[config.mk]
export PLATFORM = sky130hd
export DESIGN_NAME = countdown_timer
export DESIGN_NICKNAME = d
export VERILOG_FILES = /design/src/rtl/timer_pkg.sv /design/src/rtl/bcd_down_digit.sv /design/src/rtl/countdown_timer.sv
export SDC_FILE = /design/constraint.sdc
export NUM_CORES = 1
export LEC_CHECK = 0
export ABC_AREA = 1
export CAP_MARGIN = 0
export CORE_UTILIZATION = 41
export CTS_CLUSTER_SIZE = 16
export DETAILED_ROUTE_END_ITERATION = 6
export PLACE_DENSITY = 0.72
export SETUP_SLACK_MARGIN = 0.5
export SYNTH_ARGS = -nofsm -noshare
export SYNTH_HDL_FRONTEND = slang
export SYNTH_SLANG_ARGS = --single-unit
[constraint.sdc]
create_clock -name clk -period 2.4 [get_ports clk]
set_clock_uncertainty 0.15 [all_clocks]
set_input_delay 0.72 -clock clk [delete_from_list [all_inputs] [get_ports clk]]
set_output_delay 0.72 -clock clk [all_outputs]
set_load 0.01 [all_outputs]
[src/rtl/timer_pkg.sv]
// rtl/timer_pkg.sv - shared BCD timer definitions used by the stopwatch and countdown timers
package timer_pkg;

    localparam int DIGIT_W = 4;

    localparam logic [DIGIT_W-1:0] DIGIT_MAX_9 = 4'd9;
    localparam logic [DIGIT_W-1:0] DIGIT_MAX_5 = 4'd5;

    localparam logic [23:0] BCD_ZERO = 24'h000000;
    localparam logic [23:0] BCD_ONE  = 24'h000001;

    typedef enum logic [1:0] {
        ST_IDLE  = 2'd0,
        ST_RUN   = 2'd1,
        ST_PAUSE = 2'd2,
        ST_DONE  = 2'd3
    } timer_state_t;

    // Clamp a raw HH:MM:SS preset to legal BCD.
    // Tens-of-minutes and tens-of-seconds saturate at 5, every other digit at 9.
    function automatic logic [23:0] clamp_preset(input logic [23:0] p);
        logic [23:0]        r;
        logic [DIGIT_W-1:0] d;
        logic [DIGIT_W-1:0] lim;
        r = BCD_ZERO;
        for (int i = 0; i < 6; i++) begin
            d   = p[i*DIGIT_W +: DIGIT_W];
            lim = (i == 1 || i == 3) ? DIGIT_MAX_5 : DIGIT_MAX_9;
            r[i*DIGIT_W +: DIGIT_W] = (d > lim) ? lim : d;
        end
        return r;
    endfunction

endpackage

[src/rtl/bcd_down_digit.sv]
// rtl/bcd_down_digit.sv - single loadable BCD down-counting digit with borrow flag
module bcd_down_digit
    import timer_pkg::*;
#(
    parameter logic [DIGIT_W-1:0] MAX = DIGIT_MAX_9
) (
    input  logic               clk,
    input  logic               rst,
    input  logic               dec_in,
    input  logic               ld,
    input  logic [DIGIT_W-1:0] ld_val,
    output logic [DIGIT_W-1:0] q,
    output logic               borrow_out
);

    // Load wins over decrement; decrementing from 0 wraps to MAX.
    always_ff @(posedge clk or posedge rst) begin
        if (rst) begin
            q <= '0;
        end else if (ld) begin
            q <= ld_val;
        end else if (dec_in) begin
            q <= (q == '0) ? MAX : q - 1'b1;
        end
    end

    // Set whenever the digit sits at 0: a decrement arriving here must borrow
    // from the next digit up. The parent ANDs this with the incoming decrement.
    assign borrow_out = (q == '0);

endmodule

[src/rtl/countdown_timer.sv]
// rtl/countdown_timer.sv - BCD HH:MM:SS countdown timer; optional beeper via TIMER_ALARM_EN
module countdown_timer
    import timer_pkg::*;
#(
    parameter int TICK_DIV = 50_000_000
) (
    input  logic        clk,
    input  logic        rst,
    input  logic        start,
    input  logic        load,
    input  logic [23:0] preset,
    output logic [23:0] out,
    output logic        running,
    output logic        done,
    output logic        alarm
);

    localparam int PW = (TICK_DIV > 1) ? $clog2(TICK_DIV) : 1;
    localparam logic [PW-1:0] PRESC_LAST = PW'(TICK_DIV - 1);

    timer_state_t  state;
    logic [PW-1:0] presc;
    logic          presc_wrap;
    logic          tick;
    logic          out_zero;
    logic          out_last;
    logic [23:0]   ld_val;
    logic [5:0]    digit_zero;
    logic [5:0]    dec_chain;

    assign ld_val     = clamp_preset(preset);
    assign presc_wrap = (presc == PRESC_LAST);
    assign out_zero   = &digit_zero;
    assign out_last   = (out == BCD_ONE);

    // A count step happens only while running with start held; load discards it.
    assign tick         = (state == ST_RUN) && start && presc_wrap && !load;
    assign dec_chain[0] = tick && !out_zero;

    // Six digits, S0 at the bottom; each digit decrements when everything below it borrowed.
    for (genvar i = 0; i < 6; i++) begin : g_digit
        localparam logic [DIGIT_W-1:0] LIM = (i == 1 || i == 3) ? DIGIT_MAX_5 : DIGIT_MAX_9;

        bcd_down_digit #(
            .MAX (LIM)
        ) u_digit (
            .clk        (clk),
            .rst        (rst),
            .dec_in     (dec_chain[i]),
            .ld         (load),
            .ld_val     (ld_val[i*DIGIT_W +: DIGIT_W]),
            .q          (out[i*DIGIT_W +: DIGIT_W]),
            .borrow_out (digit_zero[i])
        );

        if (i < 5) begin : g_next
            assign dec_chain[i+1] = dec_chain[i] && digit_zero[i];
        end
    end

`ifdef TIMER_ALARM_EN
    logic alarm_q;
    assign alarm = alarm_q;
`else
    assign alarm = 1'b0;
`endif

    // Control FSM with prescaler and registered status outputs.
    always_ff @(posedge clk or posedge rst) begin
        if (rst) begin
            state   <= ST_IDLE;
            presc   <= '0;
            running <= 1'b0;
            done    <= 1'b0;
`ifdef TIMER_ALARM_EN
            alarm_q <= 1'b0;
`endif
        end else begin
            done <= 1'b0;
            if (load) begin
                state   <= ST_IDLE;
                presc   <= '0;
                running <= 1'b0;
`ifdef TIMER_ALARM_EN
                alarm_q <= 1'b0;
`endif
            end else begin
                case (state)
                    ST_IDLE, ST_PAUSE: begin
                        // The prescaler is left alone so a resumed pause finishes its partial second.
                        if (start && !out_zero) begin
                            state   <= ST_RUN;
                            running <= 1'b1;
                        end
                    end
                    ST_RUN: begin
                        if (!start) begin
                            state   <= ST_PAUSE;
                            running <= 1'b0;
                        end else if (presc_wrap) begin
                            presc <= '0;
                            // This tick takes 00:00:01 down to zero.
                            if (out_last) begin
                                state   <= ST_DONE;
                                running <= 1'b0;
                                done    <= 1'b1;
                            end
                        end else begin
                            presc <= presc + 1'b1;
                        end
                    end
                    ST_DONE: begin
                        if (!start) begin
                            state <= ST_IDLE;
                            presc <= '0;
`ifdef TIMER_ALARM_EN
                            alarm_q <= 1'b0;
                        end else if (presc_wrap) begin
                            presc   <= '0;
                            alarm_q <= ~alarm_q;
                        end else begin
                            presc <= presc + 1'b1;
`endif
                        end
                    end
                    default: begin
                        state   <= ST_IDLE;
                        running <= 1'b0;
                    end
                endcase
            end
        end
    end

endmodule
==> results_dict.tcl, run 1 <==
set metrics [dict create \
    status "complete, no violations" \
    grt_max_degree 21 \
    synth_seq_cells 54 \
    synth_cells 459 \
    rsz0062_at_grt "true" \
    die-width_um 91.4 \
    fmax_ghz 0.493 \
    r2r_start "g_digit[4].u_digit.q[3]" \
    dieArea_um2 8350 \
    reg2reg_to "state[0]" \
    synth.yosys.warnings 0 \
    worstSetupPathType "flop to flop" \
    cts_buffers 5 \
    io_pins 55 \
    crit_fanout 4 \
    synthDistinctLibCells 40 \
    leakage_nw 2.28 \
    clock_latency_ps 320 \
    gr-usage-all-layers 0.233 \
    area_delta_synth_final_pct 57.3 \
    drc 0 \
    cp.required_ps 2460 \
    drtIter0Drc 258 \
    die_y_um 91.4 \
    ys_top_cells_by_count "100 x nand2_1, 71 x nor2_1, 54 x dfrtp_1, 45 x inv_1, 29 x o21ai_0" \
    setup_viol 0 \
    root_buffer "clkbuf_8" \
    clock_sinks 54 \
    regToRegSetupSlack_ps 370 \
    max-vdd-ir-drop_v 0.000299 \
    fin_crit_sh 0.846 \
    yosysSeqAreaShare 0.412 \
    avgRoutedWirePerCell_um 15.4 \
    grt_pass1_wl_um 15800 \
    synth_area_leaders "dfrtp_1 41%, nand2_1 11%, nor2_1 8.1%, inv_1 5.2%, o21ai_0 4.4%" \
    powerDensity_nw_per_um2 611 \
    synth-async-reset-ratio 1.00 \
    num_vias 3839 \
    grt_overflow_total 0 \
    dpl_cell_area_um2 4180 \
    cts_buffer_depth 2 \
    cp-start-kind "flop" \
    synth_top_area_frac 0.412 \
    avgSynthCellArea_um2 7.14 \
    rows 32 \
    holdBufCountCts 0 \
    grt_pass1_vias 3559 \
    max_cap_violations 0 \
    power_mw 3.15 \
    dpl.hpwl_um 6240 \
    whs_ps 351 \
    critPathCapture "state[0]" \
    path_clk_slew_ps 110 \
    via_per_inst 5.55 \
    coreArea_um2 7730 \
    cp-end-kind "flop" \
    synth_nets 488 \
    layout-drive-gt1-share 0.340 \
    io_buffers 53 \
    yosysTopAreaCell "dfrtp_1" \
    fin_area_um2 5150 \
    syn-cell-area_um2 3280 \
    reg2reg_depth 12 \
    slew_violations 0 \
    synth-edff-count 0 \
    drtAntennaViolNets 0 \
    ys.flop_type "dfrtp_1" \
    antenna_found_initial 1 \
    hold_path.class "flop to flop" \
    yosysMostFrequentCell "nand2_1" \
    crit_start "g_digit[4].u_digit.q[3]" \
    cp.arrival_ps 2090 \
    htree_levels 2 \
    cts_tree "done" \
    timing.final.hold_violations 0 \
    start_util 0.424 \
    gp_congestion 0.883 \
    layout.nets 617 \
    routed_wirelength_um 10700 \
    finalCriticalPeriod_ps 2030 \
    dr.pass1.iters 6 \
]
[cells in the final DEF (no fill, tap or decap), types with 21 or more instances in the layout]
| cell | count |
|---|---|
| buf_4 | 61 |
| inv_1 | 43 |
| dfrtp_1 | 48 |
| nand2_1 | 74 |
| nand2_2 | 22 |
| clkdlybuf4s50_1 | 25 |
| nor2_1 | 48 |
| o21ai_0 | 21 |
| a21oi_1 | 22 |
[metal layers]
layer	vias up	GRT usage	routed length, um
met4	0	0.0807	346
met1	1867	0.283	4200
li1	1781	-	-
met3	39	0.0444	649
met2	152	0.411	5470
met5	-	0	0
[flip-flops by register name, summed over array words and instances, names as in the netlist]
signal / flops
state: 2
g_digit.u_digit.q: 24
done: 1
running: 1
presc: 26
[cells by family after synthesis]
| kind of cell | Yosys count | share of synthesized area |
|---|---|---|
| and+or+nand+nor | 249 | 0.338 |
| AOI/OAI and AO/OA | 87 | 0.150 |
| buffers and inverters | 60 | 0.0756 |
| DFF | 54 | 0.412 |
| xor gates and xnor gates | 7 | 0.0187 |
| adders and majority gates | 1 | 0.00382 |
| other | 1 | 0.00114 |
[critical path: stages (launching register included)]
cell and delay [ps]:
dfrtp_1 390, buf_4 150, nor2_2 120, nand2_2 100, nor2_4 170, buf_6 130
nand3_2 80, nor3_2 140, nand2_1 140, nand2_2 120, nand2_2 70, nor2_1 100
nor2_1 50
[per-stage QoR]
step | TNS (ps) | instances | utilization | worst slack (ps)
3_3_place_gp | -9200 | 635 | 0.541 | -282
6_report | 0 | 692 | 0.667 | 370
2_1_floorplan | 0 | 459 | - | 489
4_1_cts | 0 | 672 | 0.611 | 473
5_1_grt | 0 | 691 | 0.667 | 234
3_5_place_dp | -9850 | 635 | 0.541 | -333
[report_power, final]
group          switching, mW  total [mW]  internal, mW
logic                  0.696        1.28         0.588
registers              0.102        1.12          1.02
clock network          0.332       0.750         0.418
total                   1.13        3.15          2.02
[how the worst min path moves through the flow]
stage                   start  slack [ps]  depth (start not counted)        end
finish              presc[12]         350                          1  presc[12]
global route        presc[12]         380                          1  presc[12]
CTS                 presc[12]         340                          1  presc[12]
detailed placement  presc[12]         320                          1  presc[12]
global placement    presc[12]         330                          1  presc[12]
floorplan           presc[12]         300                          1  presc[12]
[final cells by class]
cell class,instances,area (um^2)
antenna,1,2.50
clock buffer,5,68.8
sequential,54,1360
timing repair buffer,132,1210
fill,589,2570
multi-input combinational,345,2100
timing repair inverter,1,7.51
tap,102,128
inverter,49,204
clock inverter,3,68.8
[repair_timing]
action,CTS,global route
buffers inserted,28,19
gates cloned,1,0
pin swaps,25,26
resized for setup,108,91
endpoints found under the setup margin,80,67
endpoints found under the hold margin,0,0
(Power assumes the default switching activity.)
==> inputs of run 2 (changes only) <==
--- a/config.mk
+++ b/config.mk
@@ -10,7 +10,7 @@
 export CORE_UTILIZATION = 41
 export CTS_CLUSTER_SIZE = 16
 export DETAILED_ROUTE_END_ITERATION = 6
-export PLACE_DENSITY = 0.72
+export PLACE_DENSITY = 0.75
 export SETUP_SLACK_MARGIN = 0.5
 export SYNTH_ARGS = -nofsm -noshare
 export SYNTH_HDL_FRONTEND = slang
==> constraint.sdc (replaced) <==
create_clock -name clk -period 1.8 [get_ports clk]
set_clock_uncertainty 0.15 [all_clocks]
set_input_delay 0.54 -clock clk [delete_from_list [all_inputs] [get_ports clk]]
set_output_delay 0.54 -clock clk [all_outputs]
set_load 0.01 [all_outputs]
==> run 2 against run 1 <==
The flow now finishes with violations (setup timing). Register-to-register slack got worse by 530 ps. Critical path depth did not move. Routed wire length rose by 0.47%. Total power rose by 41%. Cell count rose by 7.8%. Sequential share of layout area fell by 1.9 points. Cell area rose by 7.7%. First-iteration DRC count fell by 13%. Count of clock-buffer cells in the layout did not move. Combinational power rose by 64%. Non-clock buffer count rose by 56. Critical endpoint is now g_digit[4].u_digit.q[1]. Highest routed layer unchanged.
==> results_dict.tcl, run 2 (synthesized netlist as in run 1, its figures left out) <==
set metrics [dict create \
    post-route-util 0.719 \
    max-vdd-ir-drop_v 0.000592 \
    regMostFlops "presc" \
    reg_top3 "presc (26), g_digit.u_digit.q (24), state (2)" \
    status "finished with violations" \
    rows 32 \
    fmax_ghz 0.509 \
    root_buffer "clkbuf_8" \
    violations "setup timing" \
    avgRoutedWirePerCell_um 14.4 \
    fill_cells 521 \
    reg2reg_depth 12 \
    layout_common_cells "95 x buf_4, 81 x nand2_1, 56 x buf_6" \
    io_buffers 53 \
    layout-drive-gt1-share 0.416 \
    timing.final.hold_violations 0 \
    dieArea_um2 8350 \
    dpl.hpwl_um 7100 \
    gp_congestion 0.853 \
    leakage_nw 2.60 \
    area_delta_synth_final_pct 69.5 \
    power_mw 4.45 \
    grt_overflow_total 0 \
    io_pins 55 \
    rsz0062_at_grt "true" \
    dr.pass1.iters 5 \
    coreArea_um2 7730 \
    clock_sinks 54 \
    setup_ws_ps -165 \
    whs_ps 355 \
    regToRegSetupSlack_ps -160 \
    crit_fanout 7 \
    setup_viol 50 \
    worstSetupPathType "flop to flop" \
    max_cap_violations 0 \
    cp.arrival_ps 2060 \
    cp-end-kind "flop" \
    routed_wirelength_um 10700 \
    grt_max_degree 29 \
    path_clk_slew_ps 110 \
    layout.nets 672 \
    fin_crit_sh 1.09 \
    grt_pass1_wl_um 18100 \
    clock_latency_ps 330 \
    cp.required_ps 1900 \
    drc 0 \
    start_util 0.424 \
    holdBufCountCts 0 \
    cp-start-kind "flop" \
    cts_tree "done" \
    die_y_um 91.4 \
    drtIter0Drc 224 \
    final_common_cell "buf_4" \
    drtAntennaViolNets 0 \
    cts_buffers 5 \
    gr-usage-all-layers 0.271 \
    reg2reg_to "g_digit[4].u_digit.q[1]" \
    fin_area_um2 5550 \
    antennaDiodeCount 0 \
    slew_violations 0 \
    hold_path.class "input port to asynchronous set/reset pin" \
    dpl_cell_area_um2 4840 \
    finalCriticalPeriod_ps 1960 \
    htree_levels 2 \
    antenna_found_initial 0 \
    largest_reg_flops 26 \
    die-width_um 91.4 \
    powerDensity_nw_per_um2 802 \
    cts_buffer_depth 2 \
    num_vias 3924 \
    via_per_inst 5.26 \
    r2r_start "presc[11]" \
    grt_pass1_vias 3979 \
]
run 2: cell count changes in the layout (fill, tap and decap cells not counted), moves of 7 or more:
cell             previous run  this run
nor2_4                     16         9
clkdlybuf4s15_1            19         0
buf_4                      61        95
buf_6                      12        56
o21ai_0                    21        14
nand2_1                    74        81
run 2: area by class of cell:
type                       count  area (um^2)  area share
sequential                    54         1360       0.244
tap                          102          128      0.0230
inverter                      49          203      0.0365
timing repair buffer         188         1740       0.312
clock inverter                 3         43.8     0.00788
multi-input combinational    345         2020       0.364
clock buffer                   5         68.8      0.0124
run 2: worst max-delay path by stage:
stage / startpoint / end / slack, ps / depth (start not counted)
floorplan: presc[0] / g_digit[4].u_digit.q[3] / 10 / 12
global placement: load / presc[24] / -650 / 15
detailed placement: load / presc[16] / -680 / 13
CTS: presc[1] / g_digit[0].u_digit.q[2] / -160 / 11
global route: presc[0] / g_digit[1].u_digit.q[2] / -280 / 10
finish: presc[11] / g_digit[4].u_digit.q[1] / -160 / 12
run 2: critical path: stages (launching register included):
cell	delay [ps]
dfrtp_1	410
inv_2	70
nand2_1	60
nor2_2	150
nand2_1	70
nor2_1	210
nand3_2	140
nor2_4	150
nand3_4	110
nand2_4	120
buf_12	120
nand2_1	50
o21ai_1	90
run 2: metrics by stage:
stage | setup TNS (ps) | instances | setup slack, ps
3_5_place_dp | -29580 | 705 | -680
4_1_cts | -3710 | 739 | -161
5_1_grt | -9850 | 746 | -282
3_3_place_gp | -28230 | 705 | -645
2_1_floorplan | 0 | 459 | 12.6
6_report | -3860 | 746 | -165
run 2: what timing repair did:
item                                    CTS  global route
pin swaps                                28            13
gates cloned                              1             0
setup buffers                            25             7
gates resized for setup                 210            18
endpoints found under the setup margin   80            80
run 2: metal layers:
metal,share of wire,up-vias,track usage
li1,-,1899,-
met1,0.42,1882,0.324
met2,0.52,125,0.488
met3,0.042,18,0.0436
met4,0.016,0,0.0939
met5,0,-,0
run 2: where the power goes:
part | switching, mW | internal, mW | leakage [nW]
logic | 1.00 | 1.10 | 1.83
clock network | 0.457 | 0.418 | 0.0585
registers | 0.124 | 1.36 | 0.708
total | 1.58 | 2.87 | 2.60
